File: src/rtl/ntt_butterfly_core.sv
// ntt_butterfly_core
//   Radix-2 NTT/INTT butterfly wrapped around an external fixed-latency
//   modular multiplier (q = 12289 by default, 14-bit coefficients).
//   Stage S0 registers the transaction. The operand mux feeds the multiplier.
//   A delay line carries the companion value alongside the product. The post
//   stage does the modular add/sub. Results land in an output FIFO, and
//   credits are reserved at accept time so the multiplier never has to stall.
//
// Ports
//   clk, rst        clock (rising edge), asynchronous active-low reset
//   in_valid/ready  input handshake; in_ready depends only on registered counts
//   mode            0 = Cooley-Tukey (NTT), 1 = Gentleman-Sande (INTT)
//   a, b, w         coefficients and twiddle, each < q
//   mul_a, mul_b    operands to the external multiplier (0 when S0 is empty)
//   mul_c           product mul_a*mul_b mod q, returned MUL_LAT cycles later
//   out_valid/ready output handshake on the FIFO head (first-word fall-through)
//   out0, out1      butterfly results at the FIFO head (0 when empty)
//   idle            nothing in flight and FIFO empty

module ntt_butterfly_core #(
    parameter int data_width = 14,
    parameter int q          = 12289,
    parameter int MUL_LAT    = 5,
    parameter int FIFO_DEPTH = 8
) (
    input  logic                  clk,
    input  logic                  rst,
    input  logic                  in_valid,
    output logic                  in_ready,
    input  logic                  mode,
    input  logic [data_width-1:0] a,
    input  logic [data_width-1:0] b,
    input  logic [data_width-1:0] w,
    output logic [data_width-1:0] mul_a,
    output logic [data_width-1:0] mul_b,
    input  logic [data_width-1:0] mul_c,
    output logic                  out_valid,
    input  logic                  out_ready,
    output logic [data_width-1:0] out0,
    output logic [data_width-1:0] out1,
    output logic                  idle
);

    localparam int CNT_W = $clog2(FIFO_DEPTH + 1);
    localparam int PTR_W = (FIFO_DEPTH > 1) ? $clog2(FIFO_DEPTH) : 1;

    localparam logic [data_width:0] Q_EXT     = (data_width + 1)'(q);
    localparam logic [CNT_W:0]      DEPTH_EXT = (CNT_W + 1)'(FIFO_DEPTH);
    localparam logic [PTR_W-1:0]    PTR_LAST  = PTR_W'(FIFO_DEPTH - 1);

    // One extra bit holds the carry or borrow. A single correction step is
    // enough because both operands are already reduced.
    function automatic logic [data_width-1:0] mod_add(
        input logic [data_width-1:0] x,
        input logic [data_width-1:0] y
    );
        logic [data_width:0] s;
        s = {1'b0, x} + {1'b0, y};
        if (s >= Q_EXT) s = s - Q_EXT;
        return s[data_width-1:0];
    endfunction

    function automatic logic [data_width-1:0] mod_sub(
        input logic [data_width-1:0] x,
        input logic [data_width-1:0] y
    );
        logic [data_width:0] d;
        d = {1'b0, x} - {1'b0, y};
        if (d[data_width]) d = d + Q_EXT;
        return d[data_width-1:0];
    endfunction

    // ------------------------------------------------------------------
    // Handshake and credit bookkeeping
    // ------------------------------------------------------------------
    logic                 accept;
    logic                 fifo_wr;
    logic                 fifo_rd;
    logic [CNT_W-1:0]     inflight;
    logic [CNT_W-1:0]     fifo_count;

    assign accept = in_valid & in_ready;

    // Every accepted transaction holds a credit until it is read from the
    // FIFO, so the FIFO cannot overflow even with out_ready held low.
    assign in_ready  = ({1'b0, inflight} + {1'b0, fifo_count}) < DEPTH_EXT;
    assign out_valid = (fifo_count != '0);
    assign fifo_rd   = out_valid & out_ready;
    assign idle      = (inflight == '0) & (fifo_count == '0);

    // ------------------------------------------------------------------
    // S0 register and delay line.
    // vld_pipe[0] is S0. vld_pipe[MUL_LAT] lines up with mul_c.
    // ------------------------------------------------------------------
    logic [MUL_LAT:0]                  vld_pipe;
    logic [data_width-1:0]             a_r, b_r, w_r;
    logic                              mode_r;
    logic [MUL_LAT:1]                  mode_pipe;
    logic [MUL_LAT:1][data_width-1:0]  side_pipe;
    logic [data_width-1:0]             side_s0;

    // Operand mux. CT multiplies b by the twiddle. GS multiplies (a - b) by
    // the twiddle. The side value is what the post stage combines with the
    // product.
    always_comb begin
        mul_a   = '0;
        mul_b   = '0;
        side_s0 = '0;
        if (vld_pipe[0]) begin
            mul_b = w_r;
            if (mode_r) begin
                mul_a   = mod_sub(a_r, b_r);
                side_s0 = mod_add(a_r, b_r);
            end else begin
                mul_a   = b_r;
                side_s0 = a_r;
            end
        end
    end

    always_ff @(posedge clk or negedge rst) begin
        if (!rst) begin
            vld_pipe  <= '0;
            a_r       <= '0;
            b_r       <= '0;
            w_r       <= '0;
            mode_r    <= 1'b0;
            mode_pipe <= '0;
            side_pipe <= '0;
        end else begin
            vld_pipe <= {vld_pipe[MUL_LAT-1:0], accept};
            if (accept) begin
                a_r    <= a;
                b_r    <= b;
                w_r    <= w;
                mode_r <= mode;
            end
            mode_pipe[1] <= mode_r;
            side_pipe[1] <= side_s0;
            for (int i = 2; i <= MUL_LAT; i++) begin
                mode_pipe[i] <= mode_pipe[i-1];
                side_pipe[i] <= side_pipe[i-1];
            end
        end
    end

    // ------------------------------------------------------------------
    // Post stage: combine the delay-line head with mul_c in the same cycle.
    // ------------------------------------------------------------------
    logic [data_width-1:0] head_side;
    logic                  head_mode;
    logic [data_width-1:0] res0, res1;

    assign head_side = side_pipe[MUL_LAT];
    assign head_mode = mode_pipe[MUL_LAT];
    assign fifo_wr   = vld_pipe[MUL_LAT];

    always_comb begin
        if (head_mode) begin
            res0 = head_side;
            res1 = mul_c;
        end else begin
            res0 = mod_add(head_side, mul_c);
            res1 = mod_sub(head_side, mul_c);
        end
    end

    // ------------------------------------------------------------------
    // Counters
    // ------------------------------------------------------------------
    always_ff @(posedge clk or negedge rst) begin
        if (!rst) begin
            inflight   <= '0;
            fifo_count <= '0;
        end else begin
            inflight   <= inflight + CNT_W'(accept) - CNT_W'(fifo_wr);
            fifo_count <= fifo_count + CNT_W'(fifo_wr) - CNT_W'(fifo_rd);
        end
    end

    // ------------------------------------------------------------------
    // Output FIFO: circular buffer. The head is muxed straight to the
    // outputs. Outputs are forced to 0 when empty, so the storage itself
    // needs no reset.
    // ------------------------------------------------------------------
    logic [data_width-1:0] mem0 [FIFO_DEPTH];
    logic [data_width-1:0] mem1 [FIFO_DEPTH];
    logic [PTR_W-1:0]      wr_ptr, rd_ptr;

    always_ff @(posedge clk or negedge rst) begin
        if (!rst) begin
            wr_ptr <= '0;
            rd_ptr <= '0;
        end else begin
            if (fifo_wr) wr_ptr <= (wr_ptr == PTR_LAST) ? '0 : wr_ptr + PTR_W'(1);
            if (fifo_rd) rd_ptr <= (rd_ptr == PTR_LAST) ? '0 : rd_ptr + PTR_W'(1);
        end
    end

    always_ff @(posedge clk) begin
        if (fifo_wr) begin
            mem0[wr_ptr] <= res0;
            mem1[wr_ptr] <= res1;
        end
    end

    assign out0 = out_valid ? mem0[rd_ptr] : '0;
    assign out1 = out_valid ? mem1[rd_ptr] : '0;

endmodule

File: config.mk
export PLATFORM = sky130hd
export DESIGN_NAME = ntt_butterfly_core
export DESIGN_NICKNAME = d
export VERILOG_FILES = /design/src/rtl/ntt_butterfly_core.sv
export SDC_FILE = /design/constraint.sdc
export NUM_CORES = 1
export LEC_CHECK = 0
export ABC_CLOCK_PERIOD_IN_PS = 8700
export CORE_UTILIZATION = 40
export CTS_CLUSTER_SIZE = 12
export DETAILED_ROUTE_END_ITERATION = 8
export PLACE_DENSITY = 0.67
export SLEW_MARGIN = 30
export SYNTH_ARGS = -nofsm -noshare
export SYNTH_HDL_FRONTEND = slang
export SYNTH_SLANG_ARGS = --single-unit
File: constraint.sdc
create_clock -name clk -period 8.7 [get_ports clk]
set_clock_uncertainty 0.2 [all_clocks]
set_input_delay 0.87 -clock clk [delete_from_list [all_inputs] [get_ports clk]]
set_output_delay 0.87 -clock clk [all_outputs]
set_load 0.005 [all_outputs]
==> qor.yml, run 1 <==
area.sequential_um2: 10200
critical_path_buf_inv_count: 2
routed_wire_length_per_instance_um: 19.2
count_of_final_hold_check_violations: 0
groute.layer.met3.usage_pct: 2.75
detail_route.drc_violations: 0
via_count: 12058
clock_tree_from_tritoncts: "done"
fin_nets: 1735
timing.critical_path.slowest_cell_delay_ns: 0.53
drt_first_iter_violations: 820
drt-pass1-iter-count: 5
final_layout_size_suffix_gt1_share_pct: 11.0
yosysUniqueCellTypes: 90
global_route.overflow_total: 0
multiInputGateArea_um2: 7480
grt_pass1_wl_um: 67300
clock_insertion_delay_worst_skew_ns: 0.56
dieArea_um2: 46400
hp-class: "in -> async"
yosys-top-cells-area: "sky130_fd_sc_hd__edfxtp_1, sky130_fd_sc_hd__dfrtp_1, sky130_fd_sc_hd__mux4_2"
grt_pass1_vias: 12241
nFillCells: 3957
setup.worst_path.class: "reg -> out"
final_cell_mix: "sky130_fd_sc_hd__edfxtp_1, sky130_fd_sc_hd__nand2_1, sky130_fd_sc_hd__dfrtp_1"
leakage_power_uw: 0.00838
cts.path.max_buffers: 3
worst-endpoint-required_ns: 7.63
ctsRootBufferMaster: "sky130_fd_sc_hd__clkbuf_16"
initial_antenna_violation_count: 0
syn_area_um2: 18200
period_needed_ns: 5.55
final.period_utilization_pct: 63.8
totalPowerFinal_uw: 8430
tritoncts.num_buffers: 41
htree_num_levels: 2
core_area_um2: 44600
numPlacedInstances: 2138
worst_setup_path_start_kind: "flip-flop"
worst_endpoint_data_arrival_time_ns: 4.48
postSynthRegisterBits: 362
gp_congestion: 0.887
post-route-util_pct: 47.8
fp-row-count: 77
die_w_um: 215
clk_transition_reported_paths_ns: 0.05
seq_area_frac_synth_pct: 55.9
antenna_cells: 0
timing.final.setup_violations: 0
synth_area_leader_cell: "sky130_fd_sc_hd__edfxtp_1"
result_of_the_run: "finished, final reports clean"
all_layer_global_routing_usage_pct: 18.5
fraction_of_synthesis_flops_using_an_asynchronous_set_or_reset_pin_pct: 38.1
critical_path.top_delay_family: "simple AND/OR/NAND/NOR gates"
leading_cell_type_in_the_layout_fill_and_taps_excluded: "sky130_fd_sc_hd__edfxtp_1"
detail_route.vias_per_cell: 5.46
critical_path.cell_chain: "inv_1, ha_1, fa_1, xor2_1, or3_1, a211oi_1, or4b_1, nor4b_1, a311oi_1, xnor2_1, a21oi_1, clkdlybuf4s50_1"
end_kind: "output port"
synth_edf_count: 224
postSynthAreaPerCell_um2: 12.3
syn_inst: 1483
hold_buffers: 0
wl_um: 42400
chipHeight_um: 215
maxSlewHeadroom_pct: 39.8
synthesis.nets: 1629
max_cap_viol_count: 0
ff2ff_setup_slack_ns: 4.20
cts_setup_buffers: 0
top_level_ports: 120
final-instance-count-excl-fill: 2208
setup-tns-final_ns: 0
synthFlopType: "sky130_fd_sc_hd__edfxtp_1"
clock_sinks: 362
timing_max_transition_violations_final: 0
post-dp-hpwl_um: 28500
largest_fanout_on_the_critical_path: 3
power.ir.vdd_worst_mv: 0.200
worstMarginPinSlew_ns: 0.903
synthesis.yosys.warnings: 0
initial_utilization_pct: 40.9
library_cell_contributing_the_largest_single_delay_on_the_critical_path: "sky130_fd_sc_hd__clkdlybuf4s50_1"
port-buffer-count: 119
post_cts.resized_instances: 0
most_used_routing_layer_in_global_routing: "met2"
power_per_cell_area_nw_per_um2: 395
gr-usage-met2_pct: 31.2
areaGrowthSynthToFinish_pct: 17.1
use_met1_pct: 24.2
clock.fmax_mhz: 180
antenna_violating_nets_post_route: 0
grt_max_degree: 79
synth_largest_type_area_fraction_pct: 36.9
unrepaired_setup_endpoints_after_global_routing: "no"
==> cells in the mapped netlist, drive strengths merged, types with 20 or more instances <==
cell / instances
nand3: 22
clkbuf: 53
dfrtp: 138
inv: 80
nor3: 30
edfxtp: 224
and2: 24
buf: 20
ha: 79
mux2i: 37
xor2: 24
o21ai: 78
a21oi: 58
xnor2: 41
mux4: 56
nor2: 93
nand2: 163
==> power breakdown <==
group | internal [uW] | total, uW | switching [uW]
clock network | 1020 | 1690 | 665
logic | 1680 | 4120 | 2430
registers | 2400 | 2620 | 216
==> per-stage QoR <==
stage	cell area [um2]	worst slack, ns	hold WS, ns
CTS	21300	3.10	0.111
finish	21300	3.15	0.119
floorplan	18200	4.49	0.131
global route	21300	2.89	0.142
global placement	20000	3.17	0.131
detailed placement	20000	3.25	0.135
==> path summary, 6_finish.rpt <==
path / cells past startpoint / end / startpoint
min reg2reg: 0 / head_side[10]$_DFF_PN0_ / side_pipe[52]$_DFF_PN0_
max in group asynchronous: 2 / side_pipe[28]$_DFF_PN0_ / rst
max reg2reg: 11 / mem0[2][9]$_DFFE_PP_ / head_side[3]$_DFF_PN0_
min in group clk: 0 / head_side[10]$_DFF_PN0_ / side_pipe[52]$_DFF_PN0_
max: 12 / mul_a[13] / a_r[0]$_DFFE_PN0P_
min: 1 / vld_pipe[0]$_DFF_PN0_ / rst
==> area by class of cell <==
type	instances	area share [%]
clock buffers	52	5.05
clock inverters	18	1.07
inverters	81	1.45
multi-input cells	967	35.0
flip-flops and latches	362	47.7
well taps	592	3.47
repair buffers	136	6.20
==> flip-flops by register name, indices dropped and copies added, names as in the netlist <==
signal / cells
rd_ptr: 3
b_r: 14
side_pipe: 56
head_side: 14
vld_pipe: 6
mem0: 112
wr_ptr: 3
fifo_count: 4
mode_r: 1
mem1: 112
w_r: 14
inflight: 4
mode_pipe: 5
a_r: 14
==> cells by family (layout without fill, tap and decap cells) <==
family                     after synthesis  in the layout  share of synthesized area (%)
xor gates and xnor gates                65             65                           3.12
and+or+nand+nor                        442            442                           11.8
adders and majority gates               85             85                           6.08
muxes                                   99             99                           9.32
AOI/OAI and AO/OA                      276            276                           10.4
buffers and inverters                  154            287                           3.39
DFF                                    362            362                           55.9
==> metal layers <==
metal	wire length, um	part of all wire, %
met1	18400	43
met2	20700	49
met3	2110	5.0
met4	1200	2.8
met5	0	0
(Power assumes the default switching activity.)
==> run 2: changes to the inputs <==
Settings changed: ABC_CLOCK_PERIOD_IN_PS 8700 to 5400.
Clock period 8.7 ns to 5.4 ns, I/O delays scaled along.
==> run 2 against run 1 <==
Non-clock buffer count grew 16. Critical path depth is the same. Flip-flop and latch count is the same. Setup slack lost 2.8 ns. Sequential power grew 64%. Routed wire length shrank 0.54%. Clock-buffer cell count grew 5. Global-route usage is essentially flat. Die area is the same. Core utilization grew 0.33 points. Sequential share of layout area shrank 0.33 points. Clock power grew 60%. Critical path type unchanged.
==> qor.yml, run 2 (synthesized netlist as in run 1, its figures left out) <==
power_per_cell_area_nw_per_um2: 636
hp-class: "reg -> reg"
worst_r2r_endpoint: "mem1[5][9]$_DFFE_PP_"
reg_top3: "mem0: 112 flops, mem1: 112 flops, side_pipe: 56 flops"
leakage_power_uw: 0.00848
clk_transition_reported_paths_ns: 0.06
clock.fmax_mhz: 197
worst_endpoint_data_arrival_time_ns: 4.34
cts_setup_buffers: 0
drt_first_iter_violations: 882
leading_cell_type_in_the_layout_fill_and_taps_excluded: "sky130_fd_sc_hd__edfxtp_1"
grt_pass1_vias: 12197
largest_fanout_on_the_critical_path: 3
fin_nets: 1750
global_route.overflow_total: 0
max_cap_viol_count: 0
via_count: 12139
final_cell_mix: "sky130_fd_sc_hd__edfxtp_1, sky130_fd_sc_hd__nand2_1, sky130_fd_sc_hd__dfrtp_1"
worstMarginPinSlew_ns: 0.931
dieArea_um2: 46400
totalPowerFinal_uw: 13700
clock_insertion_delay_worst_skew_ns: 0.55
period_needed_ns: 5.08
antenna_cells: 0
timing.final.setup_violations: 0
clock_sinks: 362
post-dp-hpwl_um: 28400
worst_setup_path_start_kind: "flip-flop"
fp-row-count: 77
top_signal_layer_used: "met4"
drt-pass1-iter-count: 5
all_layer_global_routing_usage_pct: 18.5
timing.hold.worst_path_depth: 0
die_w_um: 215
dr_wl_met2_um: 20700
core_area_um2: 44600
routed_wire_length_per_instance_um: 19.0
unrepaired_setup_endpoints_after_global_routing: "no"
met1_layer_wirelength_in_the_final_routing_um: 18300
tritoncts.num_buffers: 40
setup-tns-final_ns: 0
nFillCells: 3913
rr_worst_depth: 13
areaGrowthSynthToFinish_pct: 17.9
setup.worst_path.class: "reg -> out"
worst-endpoint-required_ns: 4.66
hp-start: "side_pipe[30]$_DFF_PN0_"
antenna_violating_nets_post_route: 0
grt_pass1_wl_um: 67200
top_level_ports: 120
grt_max_degree: 101
end_kind: "output port"
count_of_final_hold_check_violations: 0
timing_max_transition_violations_final: 0
power.ir.vdd_worst_mv: 0.322
final.period_utilization_pct: 94.0
cts.path.max_buffers: 3
result_of_the_run: "finished, final reports clean"
detail_route.drc_violations: 0
stdcell_area_um2: 21500
gp_congestion: 0.918
detailed_place.area_um2: 20100
clock_tree_from_tritoncts: "done"
initial_utilization_pct: 40.9
maxSlewHeadroom_pct: 37.9
detail_route.vias_per_cell: 5.46
htree_num_levels: 2
wl_met3_um: 2040
port-buffer-count: 119
timing.hold.worst_endpoint: "side_pipe[44]$_DFF_PN0_"
ctsRootBufferMaster: "sky130_fd_sc_hd__clkbuf_16"
crit-reg2reg-launch: "head_side[0]$_DFF_PN0_"
initial_antenna_violation_count: 0
final_layout_size_suffix_gt1_share_pct: 11.8
chipHeight_um: 215
wl_um: 42200
ff2ff_setup_slack_ns: 1.13
-- run 2: cell types whose count changed in the layout (fill, tap and decap cells not counted), sizes merged --
cell         change
clkinvlp         -1
buf             +14
inv              -3
clkbuf           +6
dlygate4sd3      +1
bufinv           -2
-- run 2: per-layer routing --
layer / global-route usage [%] / up-vias
met3: 3.20 / 65
met4: 6.03 / 0
met2: 31.2 / 336
li1: - / 5692
met1: 24.1 / 6046
met5: 0 / -
-- run 2: through the flow --
stage | worst slack (ns) | hold slack, ns | utilization, % | cells
4_1_cts | 0.113 | 0.123 | 48.1 | 2222
5_1_grt | 0.0577 | 0.136 | 48.2 | 2223
3_5_place_dp | 0.525 | 0.135 | 45.1 | 2152
3_3_place_gp | 0.628 | 0.131 | 45.1 | 2152
2_1_floorplan | 1.52 | 0.0444 | - | 1483
6_report | 0.322 | 0.136 | 48.2 | 2223
-- run 2: timing repair --
item                       in CTS  in global routing
gates resized for setup         0                  2
setup endpoints to repair       0                  3
hold buffers                    1                  0
hold endpoints to repair       99                  0
-- run 2: worst max-delay path, cell delays in order (launching register included) --
cell and delay, ns:
sky130_fd_sc_hd__dfrtp_1 0.37, sky130_fd_sc_hd__inv_1 0.07, sky130_fd_sc_hd__ha_1 0.21, sky130_fd_sc_hd__fa_1 0.40, sky130_fd_sc_hd__xor2_1 0.20, sky130_fd_sc_hd__or3_1 0.35, sky130_fd_sc_hd__a211oi_1 0.30, sky130_fd_sc_hd__or4b_1 0.54
sky130_fd_sc_hd__nor4b_4 0.29, sky130_fd_sc_hd__a311oi_1 0.17, sky130_fd_sc_hd__xnor2_1 0.17, sky130_fd_sc_hd__a21oi_1 0.18, sky130_fd_sc_hd__clkdlybuf4s50_1 0.54
-- run 2: worst max path at each step --
stage / start / depth (start not counted) / end
2_1_floorplan: mul_c[2] / 14 / mem0[0][4]$_DFFE_PP_
3_3_place_gp: mul_c[3] / 14 / mem0[7][11]$_DFFE_PP_
3_5_place_dp: mul_c[3] / 13 / mem0[4][8]$_DFFE_PP_
4_1_cts: a_r[0]$_DFFE_PN0P_ / 12 / mul_a[13]
5_1_grt: a_r[0]$_DFFE_PN0P_ / 12 / mul_a[11]
6_report: a_r[0]$_DFFE_PN0P_ / 12 / mul_a[13]
-- run 2: power by group --
group	internal (uW)	switching [uW]
Clock	1650	1060
Combinational	2810	3840
Sequential	3870	433
-- run 2: layout make-up --
| cell class | count | area [um2] | share of cell area (%) |
|---|---|---|---|
| sequential | 362 | 10200 | 47.4 |
| multi-input combinational | 967 | 7470 | 34.8 |
| clock buffer | 57 | 1170 | 5.43 |
| inverter | 81 | 307 | 1.43 |
| clock inverter | 12 | 153 | 0.710 |
| timing repair buffer | 152 | 1470 | 6.82 |
| tap | 592 | 741 | 3.45 |
==> run 3: changes to the inputs <==
Settings changed: CELL_PAD_IN_SITES_DETAIL_PLACEMENT set to 1, CELL_PAD_IN_SITES_GLOBAL_PLACEMENT set to 1, CORE_UTILIZATION 40 to 26, HOLD_SLACK_MARGIN set to 0.12, PLACE_DENSITY 0.67 to 0.57.
==> run 3 against run 2 <==
Die area grew 53%. Critical path depth grew 1. Register-to-register slack lost 0.04 ns. Clock power grew 1%. Non-clock buffer count grew 7. Sequential share of layout area shrank 1.0 points. Setup slack lost 0.037 ns. Via count is essentially flat. Routed wire length grew 14%.
==> qor.yml, run 3 (synthesized netlist as in run 1, its figures left out) <==
fp-row-count: 96
gr-usage-met2_pct: 24.1
core_area_um2: 68900
detail_route.vias_per_cell: 4.71
antenna_cells: 0
via_count: 12140
fin_nets: 1759
worst-endpoint-required_ns: 4.66
routed_wire_length_per_instance_um: 18.7
maxSlewHeadroom_pct: 37.2
power_per_cell_area_nw_per_um2: 630
initial_antenna_violation_count: 0
htree_num_levels: 2
detail_route.drc_violations: 0
power.ir.vdd_worst_mv: 0.278
end_kind: "output port"
chipHeight_um: 267
cts.path.max_buffers: 3
drt_first_iter_violations: 534
setup.worst_path.class: "reg -> out"
p_sw_share_pct: 40.1
wl_um: 48100
clock.fmax_mhz: 196
worst_endpoint_data_arrival_time_ns: 4.37
die_w_um: 267
worst_setup_path_startpoint: "a_r[0]$_DFFE_PN0P_"
leakage_power_uw: 0.00849
clock_sinks: 362
grt_pass1_vias: 13177
ff2ff_setup_slack_ns: 1.09
ctsRootBufferMaster: "sky130_fd_sc_hd__clkbuf_16"
final_cell_mix: "sky130_fd_sc_hd__edfxtp_1, sky130_fd_sc_hd__nand2_1, sky130_fd_sc_hd__dfrtp_1"
clock_tree_from_tritoncts: "done"
most_used_routing_layer_in_global_routing: "met2"
dpl_worst_slack_ns: 0.365
timing_max_transition_violations_final: 0
post-route-worst-setup-slack_ns: 0.285
unrepaired_setup_endpoints_after_global_routing: "no"
grt_pass1_wl_um: 75900
antenna_violating_nets_post_route: 0
rr_worst_depth: 11
p_sw_uw: 5550
timing.final.setup_violations: 0
final_layout_size_suffix_gt1_share_pct: 12.6
reg_top3: "mem0: 112 flops, mem1: 112 flops, side_pipe: 56 flops"
dieArea_um2: 71200
worstMarginPinSlew_ns: 0.942
port-buffer-count: 119
tritoncts.num_buffers: 42
areaGrowthSynthToFinish_pct: 20.5
internal_power_uw: 8290
sequential_fraction_of_design_power_pct: 31.7
clock_insertion_delay_worst_skew_ns: 0.58
worst_setup_path_start_kind: "flip-flop"
global_route.overflow_total: 0
groute.layer.met3.usage_pct: 2.48
share_clk_of_total_power_pct: 19.9
use_met1_pct: 17.1
result_of_the_run: "finished, final reports clean"
max_cap_viol_count: 0
leading_cell_type_in_the_layout_fill_and_taps_excluded: "sky130_fd_sc_hd__edfxtp_1"
largest_fanout_on_the_critical_path: 3
initial_utilization_pct: 26.4
setup-tns-final_ns: 0
post-dp-hpwl_um: 32900
final.period_utilization_pct: 94.7
hp-class: "reg -> reg"
all_layer_global_routing_usage_pct: 13.8
combinational_cell_fraction_of_total_power_pct: 48.4
gp_congestion: 0.873
endpoint: "mul_a[13]"
period_needed_ns: 5.11
crit-reg2reg-launch: "head_side[5]$_DFF_PN0_"
clk_transition_reported_paths_ns: 0.06
top_level_ports: 120
worst_r2r_endpoint: "mem0[6][8]$_DFFE_PP_"
grt_max_degree: 96
drt-pass1-iter-count: 4
count_of_final_hold_check_violations: 0
## run 3: changes by cell type in the layout (fill, tap and decap cells not counted), sizes merged
cell | previous run | this run
clkbuf | 58 | 57
inv | 81 | 82
bufinv | 3 | 1
buf | 32 | 39
clkinv | 9 | 12
clkinvlp | 0 | 6
## run 3: worst min path at each step
stage / from / to / slack [ns] / cells after the start
6_report: side_pipe[50]$_DFF_PN0_ / head_side[8]$_DFF_PN0_ / 0.13 / 0
5_1_grt: side_pipe[49]$_DFF_PN0_ / head_side[7]$_DFF_PN0_ / 0.14 / 0
4_1_cts: side_pipe[49]$_DFF_PN0_ / head_side[7]$_DFF_PN0_ / 0.13 / 0
3_5_place_dp: vld_pipe[4]$_DFF_PN0_ / vld_pipe[5]$_DFF_PN0_ / 0.14 / 0
3_3_place_gp: vld_pipe[3]$_DFF_PN0_ / vld_pipe[4]$_DFF_PN0_ / 0.13 / 0
2_1_floorplan: rst / a_r[0]$_DFFE_PN0P_ / 0.04 / 0
## run 3: power by group through the flow
stage	combinational (uW)	sequential [uW]	clock [uW]
4_1_cts	6790	4410	2870
6_report	6700	4380	2750
3_3_place_gp	6600	4450	0
3_5_place_dp	6750	4460	0
5_1_grt	7470	4480	2950
2_1_floorplan	4850	4110	0
## run 3: cell type report
cell class | count | area (um2)
clock buffers | 56 | 1150
clock inverters | 20 | 184
flip-flops and latches | 362 | 10200
fillers | 7580 | 47000
repair buffers | 159 | 1500
well taps | 931 | 1160
multi-input cells | 967 | 7470
inverters | 81 | 307
## run 3: repair_timing
| item | in CTS | in global routing |
|---|---|---|
| hold buffers | 1 | 0 |
| setup endpoints to repair | 0 | 3 |
| resized for setup | 0 | 4 |
| endpoints found under the hold margin | 94 | 0 |
| buffers inserted | 0 | 0 |
## run 3: critical path, stage by stage (launching register included)
cell and delay, ns:
sky130_fd_sc_hd__dfrtp_1 0.38, sky130_fd_sc_hd__inv_1 0.07, sky130_fd_sc_hd__ha_1 0.21, sky130_fd_sc_hd__fa_1 0.41, sky130_fd_sc_hd__xor2_1 0.21, sky130_fd_sc_hd__or3_1 0.38
sky130_fd_sc_hd__a211oi_2 0.24, sky130_fd_sc_hd__or4b_4 0.51, sky130_fd_sc_hd__nor4b_2 0.24, sky130_fd_sc_hd__buf_4 0.16, sky130_fd_sc_hd__a311oi_1 0.12, sky130_fd_sc_hd__xnor2_1 0.16
sky130_fd_sc_hd__a21oi_1 0.17, sky130_fd_sc_hd__clkdlybuf4s50_1 0.54
## run 3: routing by layer
metal / share of wire, % / vias to the layer above
li1: - / 5707
met1: 44 / 6157
met2: 49 / 198
met3: 3.9 / 78
met4: 2.5 / 0
met5: 0 / -
## run 3: metrics by stage
stage               cells  total power, uW  util (%)  hold WS (ns)  instance area [um2]
floorplan            1483             8960         -        0.0444                18200
global route         2576            14900      31.9         0.139                22000
detailed placement   2499            11200      29.9         0.136                20600
global placement     2499            11100      29.9         0.131                20600
CTS                  2576            14100      31.8         0.135                21900
finish               2576            13800      31.9         0.130                22000
